## src/rtl/wb_test_slave_pkg.sv

```systemverilog
// Shared definitions for the Wishbone test slave: cycle/burst type codes,
// register count, FSM states and small decode helpers.
package wb_pkg;

  localparam int NUM_REGS = 4;
  localparam int IDX_W    = $clog2(NUM_REGS);

  typedef enum logic [2:0] {
    CTI_CLASSIC = 3'b000,
    CTI_CONST   = 3'b001,
    CTI_INCR    = 3'b010,
    CTI_EOB     = 3'b111
  } cti_e;

  typedef enum logic [1:0] {
    BTE_LINEAR = 2'b00,
    BTE_WRAP4  = 2'b01,
    BTE_WRAP8  = 2'b10,
    BTE_WRAP16 = 2'b11
  } bte_e;

  typedef enum logic [1:0] {
    ST_IDLE,
    ST_ACK,
    ST_BURST
  } state_e;

  // Address bits allowed to change inside a burst; linear bursts may roll over freely.
  function automatic logic [3:0] bteWrapMask(input logic [1:0] bte);
    case (bte)
      BTE_WRAP4:  return 4'h3;
      BTE_WRAP8:  return 4'h7;
      BTE_WRAP16: return 4'hF;
      default:    return 4'hF;
    endcase
  endfunction

  function automatic logic isReservedCti(input logic [2:0] cti);
    return !(cti == CTI_CLASSIC || cti == CTI_CONST ||
             cti == CTI_INCR    || cti == CTI_EOB);
  endfunction

endpackage

```

## src/rtl/wb_test_slave_if.sv

```systemverilog
// Wishbone B3 bus bundle between a master and the test slave.
interface wb_test_slave_if #(
  parameter int AW = 32,
  parameter int DW = 32
);

  logic [AW-1:0]   wb_adr_i;
  logic [DW-1:0]   wb_dat_i;
  logic [DW/8-1:0] wb_sel_i;
  logic            wb_we_i;
  logic            wb_cyc_i;
  logic            wb_stb_i;
  logic [2:0]      wb_cti_i;
  logic [1:0]      wb_bte_i;
  logic [DW-1:0]   wb_dat_o;
  logic            wb_ack_o;
  logic            wb_err_o;
  logic            wb_rty_o;

  modport master (
    output wb_adr_i, wb_dat_i, wb_sel_i, wb_we_i, wb_cyc_i, wb_stb_i, wb_cti_i, wb_bte_i,
    input  wb_dat_o, wb_ack_o, wb_err_o, wb_rty_o
  );

  modport slave (
    input  wb_adr_i, wb_dat_i, wb_sel_i, wb_we_i, wb_cyc_i, wb_stb_i, wb_cti_i, wb_bte_i,
    output wb_dat_o, wb_ack_o, wb_err_o, wb_rty_o
  );

endinterface

```

## src/rtl/wb_test_slave_burst_addr.sv

```systemverilog
// Next word index of a burst: increment inside the wrap window selected by bte,
// which with four registers always reduces to a modulo-4 step.
module wb_burst_addr
  import wb_pkg::*;
(
  input  logic [IDX_W-1:0] i_curIdx,
  input  logic [1:0]       i_bte,
  output logic [IDX_W-1:0] o_nextIdx
);

  logic [IDX_W-1:0] w_mask;
  logic [IDX_W-1:0] w_step;

  always_comb begin
    w_mask    = IDX_W'(bteWrapMask(i_bte));
    w_step    = i_curIdx + 1'b1;
    o_nextIdx = (i_curIdx & ~w_mask) | (w_step & w_mask);
  end

endmodule

```

## src/rtl/wb_test_slave.sv

```systemverilog
// Four-register Wishbone B3 test slave with byte-lane writes, registered
// read data/ack/err and incrementing-burst support.
module wb_test_slave
  import wb_pkg::*;
#(
  parameter int AW = 32,
  parameter int DW = 32
) (
  input  logic          wb_clk,
  input  logic          wb_rst,
  wb_test_slave_if.slave bus
);

  localparam int NLANES = DW / 8;

  state_e           r_state;
  logic             r_ack;
  logic             r_err;
  logic [DW-1:0]    r_dat;
  logic [IDX_W-1:0] r_curIdx;
  logic [DW-1:0]    r_regs [NUM_REGS];

  logic             w_valid;
  logic             w_reserved;
  logic             w_isIncr;
  logic             w_writeEn;
  logic [IDX_W-1:0] w_reqIdx;
  logic [IDX_W-1:0] w_nextIdx;
  logic             w_unusedAdr;

  assign w_valid     = bus.wb_cyc_i & bus.wb_stb_i;
  assign w_reqIdx    = bus.wb_adr_i[3:2];
  assign w_reserved  = isReservedCti(bus.wb_cti_i);
  assign w_isIncr    = (bus.wb_cti_i == CTI_INCR);
  assign w_unusedAdr = ^{bus.wb_adr_i[AW-1:4], bus.wb_adr_i[1:0]};

  // A write lands on the edge where the master sees our ack, so its data is still on the bus.
  assign w_writeEn = (r_state != ST_IDLE) && r_ack && w_valid && bus.wb_we_i;

  wb_burst_addr u_burstAddr (
    .i_curIdx  (r_curIdx),
    .i_bte     (bus.wb_bte_i),
    .o_nextIdx (w_nextIdx)
  );

  always_ff @(posedge wb_clk) begin
    if (wb_rst) begin
      r_state  <= ST_IDLE;
      r_ack    <= 1'b0;
      r_err    <= 1'b0;
      r_dat    <= '0;
      r_curIdx <= '0;
    end else begin
      case (r_state)
        ST_IDLE: begin
          r_ack <= 1'b0;
          r_err <= 1'b0;
          if (w_valid && !r_ack) begin
            r_curIdx <= w_reqIdx;
            if (w_reserved) begin
              r_err   <= 1'b1;
              r_state <= ST_ACK;
            end else begin
              r_ack <= 1'b1;
              if (!bus.wb_we_i) r_dat <= r_regs[w_reqIdx];
              r_state <= w_isIncr ? ST_BURST : ST_ACK;
            end
          end
        end
        ST_ACK: begin
          r_ack   <= 1'b0;
          r_err   <= 1'b0;
          r_state <= ST_IDLE;
        end
        ST_BURST: begin
          r_err <= 1'b0;
          // The beat completing now still says INCR, so pre-ack the next one from the predicted index.
          if (w_valid && w_isIncr) begin
            r_ack    <= 1'b1;
            r_curIdx <= w_nextIdx;
            if (!bus.wb_we_i) r_dat <= r_regs[w_nextIdx];
          end else begin
            r_ack   <= 1'b0;
            r_state <= ST_IDLE;
          end
        end
        default: begin
          r_ack   <= 1'b0;
          r_err   <= 1'b0;
          r_state <= ST_IDLE;
        end
      endcase
    end
  end

  always_ff @(posedge wb_clk) begin
    if (wb_rst) begin
      for (int i = 0; i < NUM_REGS; i++) r_regs[i] <= '0;
    end else if (w_writeEn) begin
      for (int b = 0; b < NLANES; b++) begin
        if (bus.wb_sel_i[b]) r_regs[r_curIdx][8*b +: 8] <= bus.wb_dat_i[8*b +: 8];
      end
    end
  end

  assign bus.wb_dat_o = r_dat;
  assign bus.wb_ack_o = r_ack;
  assign bus.wb_err_o = r_err;
  assign bus.wb_rty_o = 1'b0;

endmodule

```

## src/flat_wrapper.sv

```systemverilog
// flat-port wrapper written by rule: the top's interface ports become plain ports
module wb_test_slave_flat import wb_pkg::*;
#(
  parameter int AW = 32,
  parameter int DW = 32
)
  (wb_clk, wb_rst, bus_wb_adr_i, bus_wb_dat_i, bus_wb_sel_i, bus_wb_we_i, bus_wb_cyc_i, bus_wb_stb_i, bus_wb_cti_i, bus_wb_bte_i, bus_wb_dat_o, bus_wb_ack_o, bus_wb_err_o, bus_wb_rty_o);
  wb_test_slave_if #(.AW(AW), .DW(DW)) bus_i ();
  input  logic wb_clk;
  input  logic wb_rst;
  input wire logic [$bits(bus_i.wb_adr_i)-1:0] bus_wb_adr_i;
  input wire logic [$bits(bus_i.wb_dat_i)-1:0] bus_wb_dat_i;
  input wire logic [$bits(bus_i.wb_sel_i)-1:0] bus_wb_sel_i;
  input wire logic [$bits(bus_i.wb_we_i)-1:0] bus_wb_we_i;
  input wire logic [$bits(bus_i.wb_cyc_i)-1:0] bus_wb_cyc_i;
  input wire logic [$bits(bus_i.wb_stb_i)-1:0] bus_wb_stb_i;
  input wire logic [$bits(bus_i.wb_cti_i)-1:0] bus_wb_cti_i;
  input wire logic [$bits(bus_i.wb_bte_i)-1:0] bus_wb_bte_i;
  output wire logic [$bits(bus_i.wb_dat_o)-1:0] bus_wb_dat_o;
  output wire logic [$bits(bus_i.wb_ack_o)-1:0] bus_wb_ack_o;
  output wire logic [$bits(bus_i.wb_err_o)-1:0] bus_wb_err_o;
  output wire logic [$bits(bus_i.wb_rty_o)-1:0] bus_wb_rty_o;
  assign bus_i.wb_adr_i = bus_wb_adr_i;
  assign bus_i.wb_dat_i = bus_wb_dat_i;
  assign bus_i.wb_sel_i = bus_wb_sel_i;
  assign bus_i.wb_we_i = bus_wb_we_i;
  assign bus_i.wb_cyc_i = bus_wb_cyc_i;
  assign bus_i.wb_stb_i = bus_wb_stb_i;
  assign bus_i.wb_cti_i = bus_wb_cti_i;
  assign bus_i.wb_bte_i = bus_wb_bte_i;
  assign bus_wb_dat_o = bus_i.wb_dat_o;
  assign bus_wb_ack_o = bus_i.wb_ack_o;
  assign bus_wb_err_o = bus_i.wb_err_o;
  assign bus_wb_rty_o = bus_i.wb_rty_o;
  wb_test_slave #(.AW(AW), .DW(DW)) u_core (.wb_clk(wb_clk), .wb_rst(wb_rst), .bus(bus_i));
endmodule
```

## config.mk

```make
export PLATFORM = sky130hd
export DESIGN_NAME = wb_test_slave_flat
export DESIGN_NICKNAME = d
export VERILOG_FILES = /design/src/rtl/wb_test_slave_pkg.sv /design/src/rtl/wb_test_slave_if.sv /design/src/rtl/wb_test_slave_burst_addr.sv /design/src/rtl/wb_test_slave.sv /design/src/flat_wrapper.sv
export SDC_FILE = /design/constraint.sdc
export NUM_CORES = 1
export LEC_CHECK = 0
export CAP_MARGIN = 5
export CORE_MARGIN = 8
export CORE_UTILIZATION = 54
export DETAILED_ROUTE_END_ITERATION = 10
export PLACE_DENSITY_LB_ADDON = 0.25
export SLEW_MARGIN = 20
export SYNTH_ARGS = -nofsm -noshare
export SYNTH_HDL_FRONTEND = slang
export SYNTH_SLANG_ARGS = --single-unit
```

## constraint.sdc

```tcl
create_clock -name wb_clk -period 4.3 [get_ports wb_clk]
set_input_delay 0.86 -clock wb_clk [delete_from_list [all_inputs] [get_ports wb_clk]]
set_output_delay 0.86 -clock wb_clk [all_outputs]
set_load 0.02 [all_outputs]
```

==> results of run 1 <==
==> per-layer routing <==
layer | track usage (%) | up-vias | part of all wire, %
met5 | 0 | - | 0
met2 | 37.01 | 206 | 53
met1 | 24.53 | 2789 | 38
li1 | - | 2444 | -
met3 | 4.085 | 29 | 6.8
met4 | 6.674 | 0 | 1.5
==> through the flow <==
stage	util (%)	cells	hold slack, ns	setup WS, ns
5_1_grt	65.38	880	0.6542	1.300
2_1_floorplan	-	611	0.6122	1.997
4_1_cts	65.38	880	0.6076	1.455
3_3_place_gp	61.09	848	0.5979	1.073
3_5_place_dp	61.09	848	0.5991	1.014
6_report	65.38	880	0.6001	1.427
==> state kept, by name (all words and copies together), names as in the netlist <==
register / flops
u_core.r_state: 2
u_core.bus.wb_dat_o: 32
u_core.bus.wb_ack_o: 1
u_core.bus.wb_err_o: 1
u_core.r_curIdx: 2
u_core.r_regs: 128
==> synth_stat cells <==
| library cell | n |
|---|---|
| clkbuf_1 | 23 |
| xor2_1 | 1 |
| dfxtp_1 | 38 |
| inv_1 | 1 |
| nor3_1 | 33 |
| buf_1 | 1 |
| a211o_1 | 1 |
| or2_2 | 13 |
| nand2b_1 | 5 |
| or2_1 | 1 |
| nand3_1 | 1 |
| nand4b_1 | 1 |
| or3_1 | 1 |
| a21oi_1 | 3 |
| nand3b_1 | 2 |
| nor4bb_1 | 1 |
| buf_12 | 2 |
| nor2_1 | 18 |
| buf_4 | 2 |
| and2_0 | 1 |
| nand4_1 | 2 |
| o21ai_0 | 3 |
| mux4_2 | 64 |
| nand2_1 | 70 |
| and4_1 | 1 |
| and2_1 | 128 |
| buf_2 | 11 |
| or4_1 | 1 |
| a21o_1 | 5 |
| o21bai_1 | 1 |
| conb_1 | 1 |
| a2111oi_4 | 1 |
| nor3b_1 | 3 |
| edfxtp_1 | 128 |
| a311oi_1 | 12 |
| nor2b_1 | 4 |
| buf_6 | 6 |
| a311oi_2 | 20 |
| nor4_2 | 1 |
==> path summary, 6_finish.rpt <==
| check | cells past startpoint | from | slack [ns] | to |
|---|---|---|---|---|
| max | 6 | bus_wb_we_i | 1.43 | u_core.r_regs[3][31]$_DFFE_PP_ |
| min | 2 | u_core.bus.wb_dat_o[18]$_SDFFE_PP0P_ | 0.60 | u_core.bus.wb_dat_o[18]$_SDFFE_PP0P_ |
| min reg2reg | 2 | u_core.bus.wb_dat_o[18]$_SDFFE_PP0P_ | 0.60 | u_core.bus.wb_dat_o[18]$_SDFFE_PP0P_ |
| max reg2reg | 4 | u_core.r_curIdx[1]$_SDFFE_PP0P_ | 1.80 | u_core.r_regs[3][1]$_DFFE_PP_ |
==> cell families after synthesis <==
group | Yosys count
buffers and inverters | 46
DFF | 166
other | 1
muxes | 64
AOI/OAI and AO/OA | 46
xor gates and xnor gates | 1
and+or+nand+nor | 287
==> worst min-delay path: cells and delay by family (launching register included) <==
kind	cells	cell delay (ns)
AND/OR/NAND/NOR	1	0.18
AO/OA/AOI/OAI	1	0.06
flip-flops	1	0.31
==> area by class of cell <==
cell class	count	area, um2	share of cell area, %
clock buffer	24	578.1	5.816
multi-input combinational	399	3550	35.71
inverter	1	3.754	0.03776
clock inverter	8	73.82	0.7427
timing repair buffer	94	893.4	8.988
tap	188	235.2	2.367
sequential	166	4606	46.34
==> power breakdown <==
| group | switching, uW | internal (uW) | leakage [uW] |
|---|---|---|---|
| Clock | 622 | 1000 | 0.000325 |
| Combinational | 157 | 165 | 0.00149 |
| Sequential | 37.5 | 1780 | 0.00164 |
==> metrics, run 1 <==
total congestion overflow=0; share of cells above drive strength 1=21.97%; vias in the first global route=5,812; Leakage=0.003454 uW; Hold Crit Class=register to register; P&R area growth vs syn=18.30%; Synth area leader=edfxtp_1; Fillers=1,063; Hold-fix buffers, CTS=0; Post-route DRC=0; Final Hold Vio Count=0; clock sinks=166; endpoints failing setup=0; Initial DRC Count=495; CP Class=primary input to register; Data arrival, critical path=3.17 ns; Mapped Nets=689; crit path buf inv count=2; RSZ-0062 raised after global routing=no; crit-path cells=clkdlybuf4s50_1 -> and4_1 -> nand2_1 -> nor3b_2 -> buf_4 -> and2_1; WL per Instance=22.57 um; most frequent cells in the layout=and2_1 (128), edfxtp_1 (128), clkdlybuf4s50_1 (77), nand2_1 (70), mux4_2 (64); Worst setup SP type=primary input; core area=15,200 um2; Die W=140.7 um; largest family of logic cells by synthesized area=simple AND/OR/NAND/NOR gates; top-area cell type share of the netlist area=45.75%; Tmin final=2.873 ns; FF+latch count, synth=166; H-tree levels=4; Total Wirelength=19.86 mm; Synth Area in XOR/XNOR=0.1042%; CTS Buf Count=17; Gate Count Post-Synth=611; # Post-CTS Setup Buffers=0; Nets=757; number of I/O pins=113; top cells by area, synth=edfxtp_1 (46%), mux4_2 (17%), and2_1 (9.5%); mapped cell area=8402 um2; Synth Area in Compound Gates=6.150%; Pins Over Slew Limit=0; register area share after synthesis=54.80%; Design Area, Final=9940 um2; Setup Total Neg Slack=0 ns; gpl congestion=0.7827; Post-Synth Simple-Gate Area=18.51%; global router's overall resource usage=20.68%; Max-slew headroom=34.37%; power after layout=3758 uW; Max Buffers Root-to-Sink=2; slowest stage delay, CP=0.65 ns; status=complete, no violations; largest net degree at the start of global routing=35; DP Wirelength=12.52 mm; mux contribution to synthesized area=17.16%; post_cts resized=0; Avg Inst Size Synth=13.75 um2; Req. time, crit path=4.60 ns; Synth cell types=39; initial antenna violation count=0; PortBufs=79; Skew-Pair Late Insertion Delay=0.43 ns; crit end category=register; Slowest-stage cell, CP=nor3b_2; Clock Root Buffer=clkbuf_16; Reg clk slew, reported paths=0.06 ns; Max VDD drop=0.2866 mV; cell family with most CP delay=simple AND/OR/NAND/NOR gates; DRT antenna net count=0; Starting Density=55.27%; Max Freq=348.1 MHz; Antenna diodes=0; Post-Synth Adder-Cell Area=0%; TritonCTS clock tree=done; first-pass GRT wire length=31.22 mm; routed vias=5,468; pwr/cell area=378.0 nW/um2; row count=45; DR vias/cell=6.214; final period utilization=66.80%; Max FO, Critical Path=22; Worst Tran Pin Value=0.9823 ns; Post-DP Area=9288 um2; Yosys warnings=0; Die Ht=140.7 um; die area=19,810 um2; max cap viols=0; drt first pass iters=5; clock skew=0.007062 ns
(Power assumes the default switching activity.)
==> run 2: changes to the inputs <==
--- a/config.mk
+++ b/config.mk
@@ -7,7 +7,7 @@
 export LEC_CHECK = 0
 export CAP_MARGIN = 5
 export CORE_MARGIN = 8
-export CORE_UTILIZATION = 54
+export CORE_UTILIZATION = 50
 export DETAILED_ROUTE_END_ITERATION = 10
 export PLACE_DENSITY_LB_ADDON = 0.25
 export SLEW_MARGIN = 20
==> constraint.sdc (replaced) <==
create_clock -name wb_clk -period 2.5 [get_ports wb_clk]
set_input_delay 0.5 -clock wb_clk [delete_from_list [all_inputs] [get_ports wb_clk]]
set_output_delay 0.5 -clock wb_clk [all_outputs]
set_load 0.02 [all_outputs]
==> run 2 against run 1 <==
Net effect: total power increased by 68%; global-route usage decreased by 0.29 points; largest power group unchanged; cell count grew 6.8%; utilization down 3.4 points; first-iteration DRC count rose by 11%; critical path depth down 1; hold slack gained 0.0093 ns; setup slack worse by 1.1 ns; combinational power grew 89%; die area increased by 7.1%.
==> metrics, run 2 (synthesized netlist as in run 1, its figures left out) <==
Die Ht=145.6 um (+3.5%); RSZ-0062 raised after global routing=no; Seq. cell area=4606 um2 (unchanged); area of the multi-input gates=3542 um2 (-0.21%); initial antenna violation count=0 (unchanged); crit-path cells=clkdlybuf4s50_1 -> or4_1 -> nand4_1 -> nor2_1 -> or2_2; pwr/cell area=615.6 nW/um2 (+63%); Hold-fix buffers, CTS=0 (unchanged); DRT antenna net count=0 (unchanged); DP Wirelength=14.15 mm (+13%); P&R area growth vs syn=21.85%; Biggest register=u_core.r_regs; Slowest-stage cell, CP=or4_1; TritonCTS clock tree=done; Nets=785 (+3.7%); # Post-CTS Setup Buffers=0 (unchanged); Initial DRC Count=551 (+11%); CP Class=primary input to register; max cap viols=0 (unchanged); slowest stage delay, CP=0.61 ns (-0.04 ns); CTS Buf Count=17 (unchanged); final period utilization=86.10%; crit path buf inv count=1 (-1); global router's overall resource usage=20.38% (-0.29 points); status=complete, no violations; row count=47 (+4.4%); Comb pwr share=9.6% (+1.0 points); cell family with most CP delay=simple AND/OR/NAND/NOR gates; Starting Density=50.84% (-4.4 points); Post-route DRC=0 (unchanged); Setup Total Neg Slack=0 ns (unchanged); Tmin final=2.152 ns; first-pass GRT wire length=33.26 mm (+6.5%); Req. time, crit path=2.66 ns (-1.94 ns); Skew-Pair Late Insertion Delay=0.43 ns (about the same); Max VDD drop=0.5072 mV (+77%); post_cts resized=0 (unchanged); Sw Ratio=23.16% (+1.4 points); Antenna diodes=0 (unchanged); Fillers=1,279 (+20%); sw power=1459 uW (+79%); Pins Over Slew Limit=0 (unchanged); R2R Setup Slk=0.48 ns (-1.32 ns); Worst setup SP type=primary input; Final Hold Vio Count=0 (unchanged); clock share of power=41.0% (-2.2 points); crit end category=register; number of I/O pins=113 (unchanged); Die W=145.6 um (+3.5%); Total Wirelength=21.09 mm (+6.2%); gpl congestion=0.7884 (+0.73%); Max FO, Critical Path=8 (-64%); Hold Crit Class=register to register; Max Freq=464.6 MHz; Reg clk slew, reported paths=0.06 ns (about the same); Power Internal=4843 uW (+65%); total congestion overflow=0 (unchanged); largest net degree at the start of global routing=34 (-2.9%); sequential power share=49.4% (+1.2 points); Clock Root Buffer=clkbuf_16; clock skew=0.008136 ns (+0.001074 ns); H-tree levels=4 (unchanged); Data arrival, critical path=2.31 ns (-0.86 ns); vias in the first global route=6,029 (+3.7%); core area=16,520 um2 (+8.7%); Max Buffers Root-to-Sink=2 (unchanged); WL per Instance=22.43 um (-0.59%); clock sinks=166 (unchanged); Largest register FFs=128 (unchanged); routed vias=5,600 (+2.4%); die area=21,210 um2 (+7.1%); share of cells above drive strength 1=24.86% (+2.9 points); drt first pass iters=5 (unchanged); power after layout=6302 uW (+68%); PortBufs=79 (unchanged); most frequent cells in the layout=and2_1 (128), edfxtp_1 (128), clkdlybuf4s50_1 (77), nand2_1 (70), mux4_2 (64); endpoints failing setup=0 (unchanged); Leakage=0.003592 uW (+4.0%); DR vias/cell=5.957 (-4.1%)
[run 2: worst paths after layout]
| kind | from | to | depth (start not counted) |
|---|---|---|---|
| max | bus_wb_sel_i[2] | u_core.r_regs[0][10]$_SDFFCE_PN0P_ | 5 |
| min | u_core.bus.wb_dat_o[21]$_SDFFE_PP0P_ | u_core.bus.wb_dat_o[21]$_SDFFE_PP0P_ | 2 |
| max reg2reg | u_core.r_state[1]$_SDFFE_PP0P_ | u_core.bus.wb_dat_o[5]$_SDFFE_PP0P_ | 5 |
| min reg2reg | u_core.bus.wb_dat_o[21]$_SDFFE_PP0P_ | u_core.bus.wb_dat_o[21]$_SDFFE_PP0P_ | 2 |
[run 2: power by group through the flow]
| stage | Combinational (uW) | Sequential, uW | Clock (uW) |
|---|---|---|---|
| detailed placement | 610 | 3170 | 0 |
| finish | 608 | 3110 | 2580 |
| CTS | 613 | 3110 | 2590 |
| global route | 647 | 3120 | 2720 |
| global placement | 597 | 3160 | 0 |
| floorplan | 345 | 3170 | 0 |
[run 2: metrics by stage]
stage / cells / worst slack, ns / util [%] / hold WS (ns) / cell area [um2]
2_1_floorplan: 611 / 0.5566 / - / 0.6122 / 8402
3_3_place_gp: 908 / -0.05526 / 58.43 / 0.5981 / 9656
3_5_place_dp: 908 / -0.07637 / 58.43 / 0.6045 / 9656
4_1_cts: 940 / 0.3876 / 61.95 / 0.6183 / 10240
5_1_grt: 940 / 0.2937 / 61.95 / 0.6488 / 10240
6_report: 940 / 0.3476 / 61.95 / 0.6095 / 10240
[run 2: tightest hold or removal path: stages, from the launching register on]
cell and delay, ns:
dfxtp_1 0.31, nor3_1 0.18, a311oi_1 0.07
[run 2: final cells by class]
| cell class | count | area share (%) |
|---|---|---|
| Clock inverter | 15 | 1.528 |
| Sequential cell | 166 | 44.99 |
| Clock buffer | 17 | 4.155 |
| Inverter | 1 | 0.03667 |
| Tap cell | 220 | 2.689 |
| Multi-Input combinational cell | 399 | 34.60 |
| Timing Repair Buffer | 122 | 12.00 |
[run 2: layer usage]
metal  vias to the layer above  GRT usage [%]  wire [um]
met5                         -              0          0
met2                       212          36.31      11200
met1                      2857          23.71       8309
li1                       2494              -          -
met4                         0          8.277        417
met3                        37          3.949       1162
==> run 3: changes to the inputs <==
--- a/config.mk
+++ b/config.mk
@@ -9,6 +9,8 @@
 export CORE_MARGIN = 8
 export CORE_UTILIZATION = 50
 export DETAILED_ROUTE_END_ITERATION = 10
+export GPL_ROUTABILITY_DRIVEN = 0
+export HOLD_SLACK_MARGIN = 0.1
 export PLACE_DENSITY_LB_ADDON = 0.25
 export SLEW_MARGIN = 20
 export SYNTH_ARGS = -nofsm -noshare
==> results of run 3 <==
Same layout as run 2: the final DEF is identical, and so are final timing and power.
